$ cat src/rtl/rv32i_pkg.sv
// Shared RV32I front-end definitions: canonical NOP, fetch FSM states, PC increment.
package rv32i_pkg;

    localparam logic [31:0] NOP_INST = 32'h0000_0013;
    localparam logic [31:0] PC_STEP  = 32'd4;

    typedef enum logic [1:0] {
        ISSUE,
        WAIT,
        HOLD
    } fetch_state_t;

endpackage

$ cat src/rtl/fetch_stage.sv
// Instruction fetch + IF/ID register; one request in flight, 2 cycles/inst with 1-cycle memory.
// Stall freezes the output register; a response landing under stall parks in a one-entry skid.
module fetch_stage
    import rv32i_pkg::*;
#(
    parameter logic [31:0] RESET_PC = 32'h0000_0000,
    parameter logic [31:0] NOP_INST = rv32i_pkg::NOP_INST
) (
    input  logic        clk,
    input  logic        rst,
    input  logic        stall,
    input  logic        redirect_valid,
    input  logic [31:0] redirect_pc,
    output logic        imem_req,
    output logic [31:0] imem_addr,
    input  logic        imem_gnt,
    input  logic        imem_rvalid,
    input  logic [31:0] imem_rdata,
    output logic [31:0] inst,
    output logic [31:0] inst_pc,
    output logic        inst_valid
);

    fetch_state_t state, state_nxt;
    logic [31:0]  pc, pc_nxt;
    logic [31:0]  skid, skid_nxt;
    logic [31:0]  inst_nxt, inst_pc_nxt;
    logic         inst_valid_nxt;
    logic         discard, discard_nxt;
    logic         slot_free;

    assign slot_free = !inst_valid || !stall;
    assign imem_req  = (state == ISSUE) && !rst;
    assign imem_addr = pc;

    always_comb begin
        state_nxt      = state;
        pc_nxt         = pc;
        skid_nxt       = skid;
        discard_nxt    = discard;
        inst_nxt       = inst;
        inst_pc_nxt    = inst_pc;
        inst_valid_nxt = inst_valid;

        if (redirect_valid) begin
            pc_nxt         = redirect_pc & ~32'd3;
            inst_valid_nxt = 1'b0;
            inst_nxt       = NOP_INST;
            case (state)
                ISSUE: begin
                    // A grant in this cycle leaves the old fetch in flight; its data must be dropped.
                    if (imem_gnt) begin
                        discard_nxt = 1'b1;
                        state_nxt   = WAIT;
                    end
                end
                WAIT: begin
                    discard_nxt = !imem_rvalid;
                    if (imem_rvalid) begin
                        state_nxt = ISSUE;
                    end
                end
                default: state_nxt = ISSUE;
            endcase
        end else begin
            if (inst_valid && !stall) begin
                inst_valid_nxt = 1'b0;
                inst_nxt       = NOP_INST;
            end
            case (state)
                ISSUE: begin
                    if (imem_gnt) begin
                        state_nxt = WAIT;
                    end
                end
                WAIT: begin
                    if (imem_rvalid) begin
                        if (discard) begin
                            discard_nxt = 1'b0;
                            state_nxt   = ISSUE;
                        end else if (slot_free) begin
                            inst_nxt       = imem_rdata;
                            inst_pc_nxt    = pc;
                            inst_valid_nxt = 1'b1;
                            pc_nxt         = pc + PC_STEP;
                            state_nxt      = ISSUE;
                        end else begin
                            skid_nxt  = imem_rdata;
                            state_nxt = HOLD;
                        end
                    end
                end
                HOLD: begin
                    if (!stall) begin
                        inst_nxt       = skid;
                        inst_pc_nxt    = pc;
                        inst_valid_nxt = 1'b1;
                        pc_nxt         = pc + PC_STEP;
                        state_nxt      = ISSUE;
                    end
                end
                default: state_nxt = ISSUE;
            endcase
        end
    end

    always_ff @(posedge clk) begin
        if (rst) begin
            state      <= ISSUE;
            pc         <= RESET_PC;
            skid       <= '0;
            discard    <= 1'b0;
            inst       <= NOP_INST;
            inst_pc    <= RESET_PC;
            inst_valid <= 1'b0;
        end else begin
            state      <= state_nxt;
            pc         <= pc_nxt;
            skid       <= skid_nxt;
            discard    <= discard_nxt;
            inst       <= inst_nxt;
            inst_pc    <= inst_pc_nxt;
            inst_valid <= inst_valid_nxt;
        end
    end

endmodule
$ cat config.mk
export PLATFORM = sky130hd
export DESIGN_NAME = fetch_stage
export DESIGN_NICKNAME = d
export VERILOG_FILES = /design/src/rtl/rv32i_pkg.sv /design/src/rtl/fetch_stage.sv
export SDC_FILE = /design/constraint.sdc
export NUM_CORES = 1
export LEC_CHECK = 0
export ABC_CLOCK_PERIOD_IN_PS = 2990
export BUFFER_PORTS_ARGS = -buffer_cell sky130_fd_sc_hd__buf_2
export CORE_AREA = 8 8 126 128
export DETAILED_ROUTE_END_ITERATION = 8
export DIE_AREA = 0 0 134 136
export GPL_ROUTABILITY_DRIVEN = 0
export HOLD_SLACK_MARGIN = 0.08
export PLACE_DENSITY = 0.63
export RECOVER_POWER = 25
export SLEW_MARGIN = 20
export SYNTH_ARGS = -nofsm -noshare
export SYNTH_HDL_FRONTEND = slang
export SYNTH_SLANG_ARGS = --single-unit
$ cat constraint.sdc
create_clock -name clk -period 2.99 [get_ports clk]
set_input_delay 0.299 -clock clk [delete_from_list [all_inputs] [get_ports clk]]
set_output_delay 0.299 -clock clk [all_outputs]
set_load 0.01 [all_outputs]
==> flow_summary.ini, run 1 <==
[power]
p_per_area_mw_per_mm2 = 623
p_leak_uw = 0.00269
max-vdd-ir-drop_mv = 0.315

[floorplan]
die-width_um = 134
core_area_mm2 = 0.0140
die-height_um = 136
initial_core_utilization_pct = 38.7
rows = 44
dieArea_mm2 = 0.0182
pin_count = 168

[global_route]
grt.total_usage_pct = 17.5
antenna_found_initial = 0
globalRoute.totalOverflow = 0
pin_count_of_the_biggest_net_entering_global_routing = 58
grt_pass1_vias = 5054
wire_length_of_the_first_global_routing_pass_mm = 25.8

[cts]
hold_buffers = 0
clock_sinks = 128
cts_tree = done
worst_setup_hold_path_clk_slew_ns = 0.05
clock-root-buffer = sky130_fd_sc_hd__clkbuf_16
postCtsSetupRepairBufs = 0
clock_latency_ns = 0.41
htree_num_levels = 4
post_cts_resize_count = 0
cts-buffers-inserted = 17
max-clock-path-buffers = 2

[timing]
timing_max_transition_violations_final = 0
final_min_period_over_clock_period_pct = 85.4
max-slew-margin-rel_pct = 59.7
timing.final.crit_period_ns = 2.55
clock.fmax_ghz = 0.392
finalHoldViolCount = 0
total_negative_setup_slacks_ns = 0
worst_slew_pin_slew_ns = 0.605
final_count_of_negative_setup_slack_endpoints = 0
grt_setup_unrepaired = no
skew_ns = 0.00765

[place]
placed_cells_incl_taps = 919
dpl.hpwl_mm = 10.9
numPortBuffers = 161

[synth]
synth.most_common_cell = sky130_fd_sc_hd__dfxtp_1
ys.flop_type = sky130_fd_sc_hd__dfxtp_1
synth_top_cells_by_area = sky130_fd_sc_hd__dfxtp_1 47%, sky130_fd_sc_hd__nand2_1 5.9%, sky130_fd_sc_hd__mux2i_1 5.5%, sky130_fd_sc_hd__nor2_1 4.3%, sky130_fd_sc_hd__o2bb2ai_1 4.3%
netlist-cell-type-count = 50
ys_ff_latch = 128
yosys_warnings = 0
async_flop_share_pct = 0
synth_edf_count = 0
seq_area_frac_synth_pct = 47.1
yosys-top-cells-count = 128 x sky130_fd_sc_hd__dfxtp_1, 86 x sky130_fd_sc_hd__nand2_1, 63 x sky130_fd_sc_hd__nor2_1
synth_top_area_cell = sky130_fd_sc_hd__dfxtp_1
synthDominantCellAreaShare_pct = 47.1
syn_area_per_cell_um2 = 8.91
synthCells = 610
synthesis.area_mm2 = 0.00544

[route]
route.vias.total = 5022
postRouteWirelength_mm = 15.8
initialDrtViolationCount = 348
detailedRoute.firstPassIterationCount = 5
drt.antenna.violating_nets = 0
viasPerCell = 5.30
post-route-drc-count = 0
routedWlPerCell_um = 16.7

[status]
run_status = finished, final reports clean

[critical_path]
worstPathRequired_ns = 3.31
worstPathArrival_ns = 2.87
critPathCaptureType = register
worstPathMaxFanout = 7
worstSetupPathType = register to register
start_kind = register

[job]
cap_violations = 0

[finish]
final_cell_count_no_fill = 948
final_core_utilization_pct = 49.2
area_growth_syn_to_layout_pct = 26.9
finalNetCount = 828
drive_gt1_share_pct = 20.3
total_inserted_antenna_cells = 0

[min_path]
min_path_type = primary input to register
[where the power goes]
| group | switching (uW) | total (uW) | internal (uW) |
|---|---|---|---|
| combinational | 205 | 346 | 141 |
| clock | 719 | 2140 | 1420 |
| sequential | 58.8 | 1810 | 1750 |
| total | 983 | 4300 | 3320 |
[placed cells by master (no fill, tap or decap), drive strengths merged, types with 3 or more instances in the layout]
cell type and instances:
mux2i 30, xnor2 16, clkbuf 78, a211oi 17
nand3 7, bufinv 4, nand2 86, nand4 10
nor2 63, a22oi 30, dfxtp 128, nor3b 3
inv 6, nor2b 4, a21oi 39, o2bb2ai 27
a311oi 11, a22o 5, or4 4, or3 11
conb 4, o21ai 15, buf 116, nor4 9
ha 4, a221o 3, xor2 4, nor3 6
[sequential cells by signal (all words and copies together) (netlist names)]
register and flops:
imem_addr 30, state 2, inst_pc 30, skid 32, inst 32, inst_valid 1
discard 1
[kinds of logic (layout without fill, tap and decap cells)]
family	Yosys count	in the layout	synth area share, %
AO/OA/AOI/OAI	156	156	20.4
XOR/XNOR	20	20	3.22
adder cells (fa/ha/maj)	4	4	0.920
buffers and inverters	56	207	4.19
flip-flops	128	128	47.1
multiplexers	32	32	5.94
other	1	4	0.0690
AND/OR/NAND/NOR	213	213	18.1
[worst paths after layout]
| check | startpoint | endpoint | slack (ns) | cells past startpoint |
|---|---|---|---|---|
| worst max-delay path | state[0] | imem_addr[21] | 0.44 | 7 |
| worst min-delay path | imem_rdata[20] | skid[20] | 0.13 | 3 |
| worst max register to register | state[0] | imem_addr[21] | 0.44 | 7 |
| worst min register to register | skid[28] | skid[28] | 0.45 | 2 |
[worst max-delay path: stages, from the launching register on]
cell	delay, ns
sky130_fd_sc_hd__dfxtp_1	0.36
sky130_fd_sc_hd__inv_1	0.08
sky130_fd_sc_hd__ha_1	0.30
sky130_fd_sc_hd__o21ai_1	0.28
sky130_fd_sc_hd__a31oi_4	0.12
sky130_fd_sc_hd__or4_1	0.62
sky130_fd_sc_hd__or4_1	0.44
sky130_fd_sc_hd__a311oi_1	0.27
[layer usage]
layer  global-route usage [%]  up-vias  wire (um)
met2                     28.0      152       7220
met4                     6.61        0        208
met3                     6.58       16       1280
met1                     21.1     2388       7120
li1                         -     2466          -
met5                        0        -          0
[cell type report]
type	count	area [um^2]
repair buffers	171	815
fillers	1366	7140
flip-flops and latches	128	2560
inverters	7	26.3
clock inverters	6	133
multi-input cells	429	2670
clock buffers	23	468
well taps	184	230
[through the flow]
step	instance area (um^2)	total power, uW	hold slack, ns	worst slack [ns]
floorplan	5450	2040	0.409	0.670
global placement	6370	2190	0.440	0.515
detailed placement	6370	2200	0.441	0.435
CTS	6970	4350	0.111	0.421
global route	6900	4450	0.118	0.246
finish	6900	4300	0.133	0.438
Power figures use the tool's default switching activity.
==> inputs of run 2 (changes only) <==
--- a/config.mk
+++ b/config.mk
@@ -13,7 +13,6 @@
 export GPL_ROUTABILITY_DRIVEN = 0
 export HOLD_SLACK_MARGIN = 0.08
 export PLACE_DENSITY = 0.63
-export RECOVER_POWER = 25
 export SLEW_MARGIN = 20
 export SYNTH_ARGS = -nofsm -noshare
 export SYNTH_HDL_FRONTEND = slang
==> constraint.sdc (replaced) <==
create_clock -name clk -period 2.99 [get_ports clk]
set_input_delay 0.4485 -clock clk [delete_from_list [all_inputs] [get_ports clk]]
set_output_delay 0.4485 -clock clk [all_outputs]
set_load 0.01 [all_outputs]
==> flow_summary.ini, run 2 (synthesis gave the netlist of run 1 again) <==
[status]
run_status = finished, final reports clean

[timing]
worst_slew_pin_slew_ns = 0.621
final_count_of_negative_setup_slack_endpoints = 0
finalHoldViolCount = 0
max-slew-margin-rel_pct = 58.4
timing.final.crit_period_ns = 2.54
skew_ns = 0.00736
grt_setup_unrepaired = no
timing_max_transition_violations_final = 0
total_negative_setup_slacks_ns = 0
clock.fmax_ghz = 0.393
fin_hold_ws_ns = 0.283
final_min_period_over_clock_period_pct = 85.1

[route]
routedWlPerCell_um = 16.7
route.vias.total = 5123
detailedRoute.firstPassIterationCount = 7
post-route-drc-count = 0
initialDrtViolationCount = 333
drt.antenna.violating_nets = 0
viasPerCell = 5.38
postRouteWirelength_mm = 15.9

[global_route]
globalRoute.totalOverflow = 0
pin_count_of_the_biggest_net_entering_global_routing = 58
wire_length_of_the_first_global_routing_pass_mm = 25.4
grt.total_usage_pct = 17.1
antenna_found_initial = 0
grt_pass1_vias = 5060

[critical_path]
regToRegStartpoint = state[0]
worstPathMaxFanout = 7
worstSetupPathType = register to register
critPathCaptureType = register
start_kind = register
regToRegEndpoint = imem_addr[21]
regToRegSetupSlack_ns = 0.45
timing.critical_path.buf_inv = 1
crit_path_start = state[0]
sequence_of_cells_on_the_critical_path = inv_1 > ha_1 > o21ai_1 > a31oi_4 > or4_1 > or4_1 > a311oi_1
worstPathRequired_ns = 3.31
critPathMostFrequentCell = sky130_fd_sc_hd__or4_1
critical_path_cell_count = 7
worst_path_dominant_cell_family = simple AND/OR/NAND/NOR gates
crit_slowest_cell = sky130_fd_sc_hd__or4_1
timing.reg2reg.worst_path_depth = 7
worstPathArrival_ns = 2.87
worstSetupEndpoint = imem_addr[21]
biggest_cell_delay_along_the_critical_path_ns = 0.63

[cts]
cts_tree = done
max-clock-path-buffers = 2
post_cts_resize_count = 0
worst_setup_hold_path_clk_slew_ns = 0.05
postCtsSetupRepairBufs = 0
clock-root-buffer = sky130_fd_sc_hd__clkbuf_16
htree_num_levels = 4
cts-buffers-inserted = 17
clock_sinks = 128
hold_buffers = 0
clock_latency_ns = 0.42

[floorplan]
pin_count = 168
rows = 44
die-height_um = 136
dieArea_mm2 = 0.0182
core_area_mm2 = 0.0140
die-width_um = 134
initial_core_utilization_pct = 38.7

[power]
max-vdd-ir-drop_mv = 0.357
p_leak_uw = 0.00291
post-layout-total-power_uw = 4100
p_per_area_mw_per_mm2 = 591

[job]
cap_violations = 0

[place]
dpl.hpwl_mm = 11.0
dpl-instance-area_mm2 = 0.00638
numPortBuffers = 161

[finish]
n_fill_cell = 1332
area_growth_syn_to_layout_pct = 27.5
mostFrequentLayoutCells = 160 x sky130_fd_sc_hd__buf_2, 128 x sky130_fd_sc_hd__dfxtp_1, 86 x sky130_fd_sc_hd__nand2_1
total_inserted_antenna_cells = 0
drive_gt1_share_pct = 28.1
finalNetCount = 829
largest_regs = inst: 32 flops, skid: 32 flops
finalInstanceArea_mm2 = 0.00694
layout_commonest_cell = sky130_fd_sc_hd__buf_2

[min_path]
min_path_type = primary input to register
-- run 2: how the worst min path moves through the flow --
stage	endpoint	cells past startpoint	slack (ns)	start
after detailed placement	inst[27]	1	0.44	inst[27]
after global routing	skid[24]	3	0.27	imem_rdata[24]
final	skid[6]	3	0.28	imem_rdata[6]
after CTS	skid[0]	3	0.27	imem_rdata[0]
after global placement	skid[29]	2	0.44	skid[29]
after floorplan	skid[28]	2	0.43	skid[28]
-- run 2: per-stage QoR --
stage | util [%] | setup slack (ns) | std cells
3_5_place_dp | 45.4 | 0.476 | 920
3_3_place_gp | 45.4 | 0.525 | 920
2_1_floorplan | - | 0.670 | 613
4_1_cts | 49.4 | 0.456 | 952
6_report | 49.4 | 0.446 | 952
5_1_grt | 49.4 | 0.255 | 952
-- run 2: report_power, final --
group / switching [uW] / leakage [uW] / total, uW / internal (uW)
clock: 744 / 0.000278 / 1940 / 1200
combinational: 206 / 0.00159 / 351 / 145
sequential: 57.6 / 0.00104 / 1810 / 1750
-- run 2: routing by layer --
layer,GRT usage [%],share of wire (%),vias to the layer above
li1,-,-,2473
met1,20.7,44,2439
met2,27.1,46,191
met3,6.25,8.6,20
met4,7.05,1.6,0
met5,0,0,-
-- run 2: cell type report --
type / count / area [um^2] / area share [%]
clock inverter: 11 / 88.8 / 1.28
tap: 184 / 230 / 3.32
multi-input combinational: 429 / 2670 / 38.4
timing repair buffer: 172 / 891 / 12.8
sequential: 128 / 2560 / 36.9
inverter: 7 / 26.3 / 0.379
clock buffer: 21 / 470 / 6.78
-- run 2: worst reg2reg max path, stage by stage (launching register included) --
cell and delay, ns:
sky130_fd_sc_hd__dfxtp_1 0.35, sky130_fd_sc_hd__inv_1 0.07, sky130_fd_sc_hd__ha_1 0.29, sky130_fd_sc_hd__o21ai_1 0.28, sky130_fd_sc_hd__a31oi_4 0.14, sky130_fd_sc_hd__or4_1 0.63, sky130_fd_sc_hd__or4_1 0.44, sky130_fd_sc_hd__a311oi_1 0.25
==> inputs of run 3 (changes only) <==
--- a/config.mk
+++ b/config.mk
@@ -8,11 +8,13 @@
 export ABC_CLOCK_PERIOD_IN_PS = 2990
 export BUFFER_PORTS_ARGS = -buffer_cell sky130_fd_sc_hd__buf_2
 export CORE_AREA = 8 8 126 128
+export CTS_BUF_LIST = sky130_fd_sc_hd__clkbuf_8
 export DETAILED_ROUTE_END_ITERATION = 8
 export DIE_AREA = 0 0 134 136
 export GPL_ROUTABILITY_DRIVEN = 0
 export HOLD_SLACK_MARGIN = 0.08
 export PLACE_DENSITY = 0.63
+export SETUP_SLACK_MARGIN = 0.5
 export SLEW_MARGIN = 20
 export SYNTH_ARGS = -nofsm -noshare
 export SYNTH_HDL_FRONTEND = slang
==> flow_summary.ini, run 3 (synthesis gave the netlist of run 1 again) <==
[status]
run_status = finished, final reports clean

[finish]
finalNetCount = 829
layout_commonest_cell = sky130_fd_sc_hd__buf_2
final_core_utilization_pct = 48.3
n_fill_cell = 1354
largest_regs = inst: 32 flops, skid: 32 flops
mostFrequentLayoutCells = 160 x sky130_fd_sc_hd__buf_2, 125 x sky130_fd_sc_hd__dfxtp_1, 86 x sky130_fd_sc_hd__nand2_1
drive_gt1_share_pct = 29.0
area_growth_syn_to_layout_pct = 24.6
total_inserted_antenna_cells = 0

[timing]
final_min_period_over_clock_period_pct = 79.1
final_count_of_negative_setup_slack_endpoints = 0
clock.fmax_ghz = 0.423
worst_slew_pin_slew_ns = 0.602
timing_max_transition_violations_final = 0
finalHoldViolCount = 0
max-slew-margin-rel_pct = 59.7
grt_setup_unrepaired = yes
total_negative_setup_slacks_ns = 0
timing.final.crit_period_ns = 2.36
skew_ns = 0.00967

[route]
viasPerCell = 5.38
detailedRoute.firstPassIterationCount = 5
drt.antenna.violating_nets = 0
routedWlPerCell_um = 16.6
post-route-drc-count = 0
route.vias.total = 5122
postRouteWirelength_mm = 15.8
initialDrtViolationCount = 376

[critical_path]
regToRegEndpoint = imem_addr[27]
worstPathRequired_ns = 3.33
start_kind = register
crit_path_start = imem_addr[17]
regToRegStartpoint = imem_addr[17]
timing.reg2reg.worst_path_depth = 5
worstPathArrival_ns = 2.70
regToRegSetupSlack_ns = 0.63
critPathCaptureType = register
worstPathMaxFanout = 7
worstSetupPathType = register to register

[min_path]
holdPathStages = 3
worstHoldEndpoint = skid[6]
min_path_type = primary input to register
worstHoldStart = imem_rdata[6]

[power]
post-layout-total-power_uw = 3530
max-vdd-ir-drop_mv = 0.302
p_per_area_mw_per_mm2 = 521
p_leak_uw = 0.00283

[floorplan]
pin_count = 168
die-width_um = 134
rows = 44
core_area_mm2 = 0.0140
initial_core_utilization_pct = 38.7
dieArea_mm2 = 0.0182
die-height_um = 136

[cts]
worst_setup_hold_path_clk_slew_ns = 0.08
cts-buffers-inserted = 17
postCtsSetupRepairBufs = 0
clock-root-buffer = sky130_fd_sc_hd__clkbuf_8
hold_buffers = 0
cts_tree = done
clock_sinks = 128
htree_num_levels = 4
post_cts_resize_count = 3
clock_latency_ns = 0.44
max-clock-path-buffers = 2

[global_route]
wire_length_of_the_first_global_routing_pass_mm = 25.5
grt.total_usage_pct = 17.2
globalRoute.totalOverflow = 0
antenna_found_initial = 0
pin_count_of_the_biggest_net_entering_global_routing = 58
grt_pass1_vias = 5066

[place]
dpl.hpwl_mm = 11.0
numPortBuffers = 161

[job]
cap_violations = 0
run 3: changes by cell type in the layout (fill, tap and decap cells not counted), moves of 2 or more:
cell / previous run / this run
sky130_fd_sc_hd__clkbuf_16: 17 / 0
sky130_fd_sc_hd__or4_4: 1 / 3
sky130_fd_sc_hd__dfxtp_2: 0 / 3
sky130_fd_sc_hd__clkbuf_8: 3 / 20
sky130_fd_sc_hd__dfxtp_1: 128 / 125
sky130_fd_sc_hd__or4_1: 3 / 1
run 3: worst max-delay path by stage:
stage          depth (start not counted)  slack (ns)            end
2_1_floorplan                          8        0.67  imem_addr[21]
6_report                               5        0.63  imem_addr[27]
4_1_cts                                7        0.55  imem_addr[21]
3_5_place_dp                           7        0.48  imem_addr[21]
3_3_place_gp                           7        0.53  imem_addr[21]
5_1_grt                                7        0.49  imem_addr[21]
run 3: where the power goes:
part | total [uW] | switching [uW] | leakage [uW] | internal, uW
registers | 1810 | 58.6 | 0.00104 | 1750
clock network | 1370 | 664 | 0.000195 | 709
logic | 351 | 206 | 0.00160 | 145
total | 3530 | 929 | 0.00283 | 2600
run 3: critical path, cell delays in order, from the launching register on:
cell and delay [ns]:
sky130_fd_sc_hd__dfxtp_1 0.43, sky130_fd_sc_hd__nand4_2 0.21, sky130_fd_sc_hd__or3_1 0.43, sky130_fd_sc_hd__or4_4 0.58, sky130_fd_sc_hd__or3_1 0.33, sky130_fd_sc_hd__a311oi_1 0.28
run 3: per-stage QoR:
step | cells | hold WS, ns | area (um^2) | setup slack (ns)
global placement | 920 | 0.442 | 6380 | 0.525
floorplan | 613 | 0.434 | 5450 | 0.670
CTS | 952 | 0.223 | 6760 | 0.545
global route | 952 | 0.224 | 6780 | 0.489
detailed placement | 920 | 0.441 | 6380 | 0.476
finish | 952 | 0.260 | 6780 | 0.626
run 3: final cells by class:
cell class	instances	area (um^2)	area share (%)
clock inverter	12	92.6	1.37
tap	184	230	3.40
inverter	7	26.3	0.388
multi-input combinational	429	2700	39.8
sequential	128	2570	37.9
clock buffer	20	275	4.06
timing repair buffer	172	891	13.1
run 3: per-layer routing:
layer | share of wire [%] | vias up | track usage [%]
li1 | - | 2475 | -
met1 | 44 | 2436 | 20.6
met2 | 46 | 187 | 27.2
met3 | 8.7 | 24 | 6.36
met4 | 1.9 | 0 | 7.24
met5 | 0 | - | 0
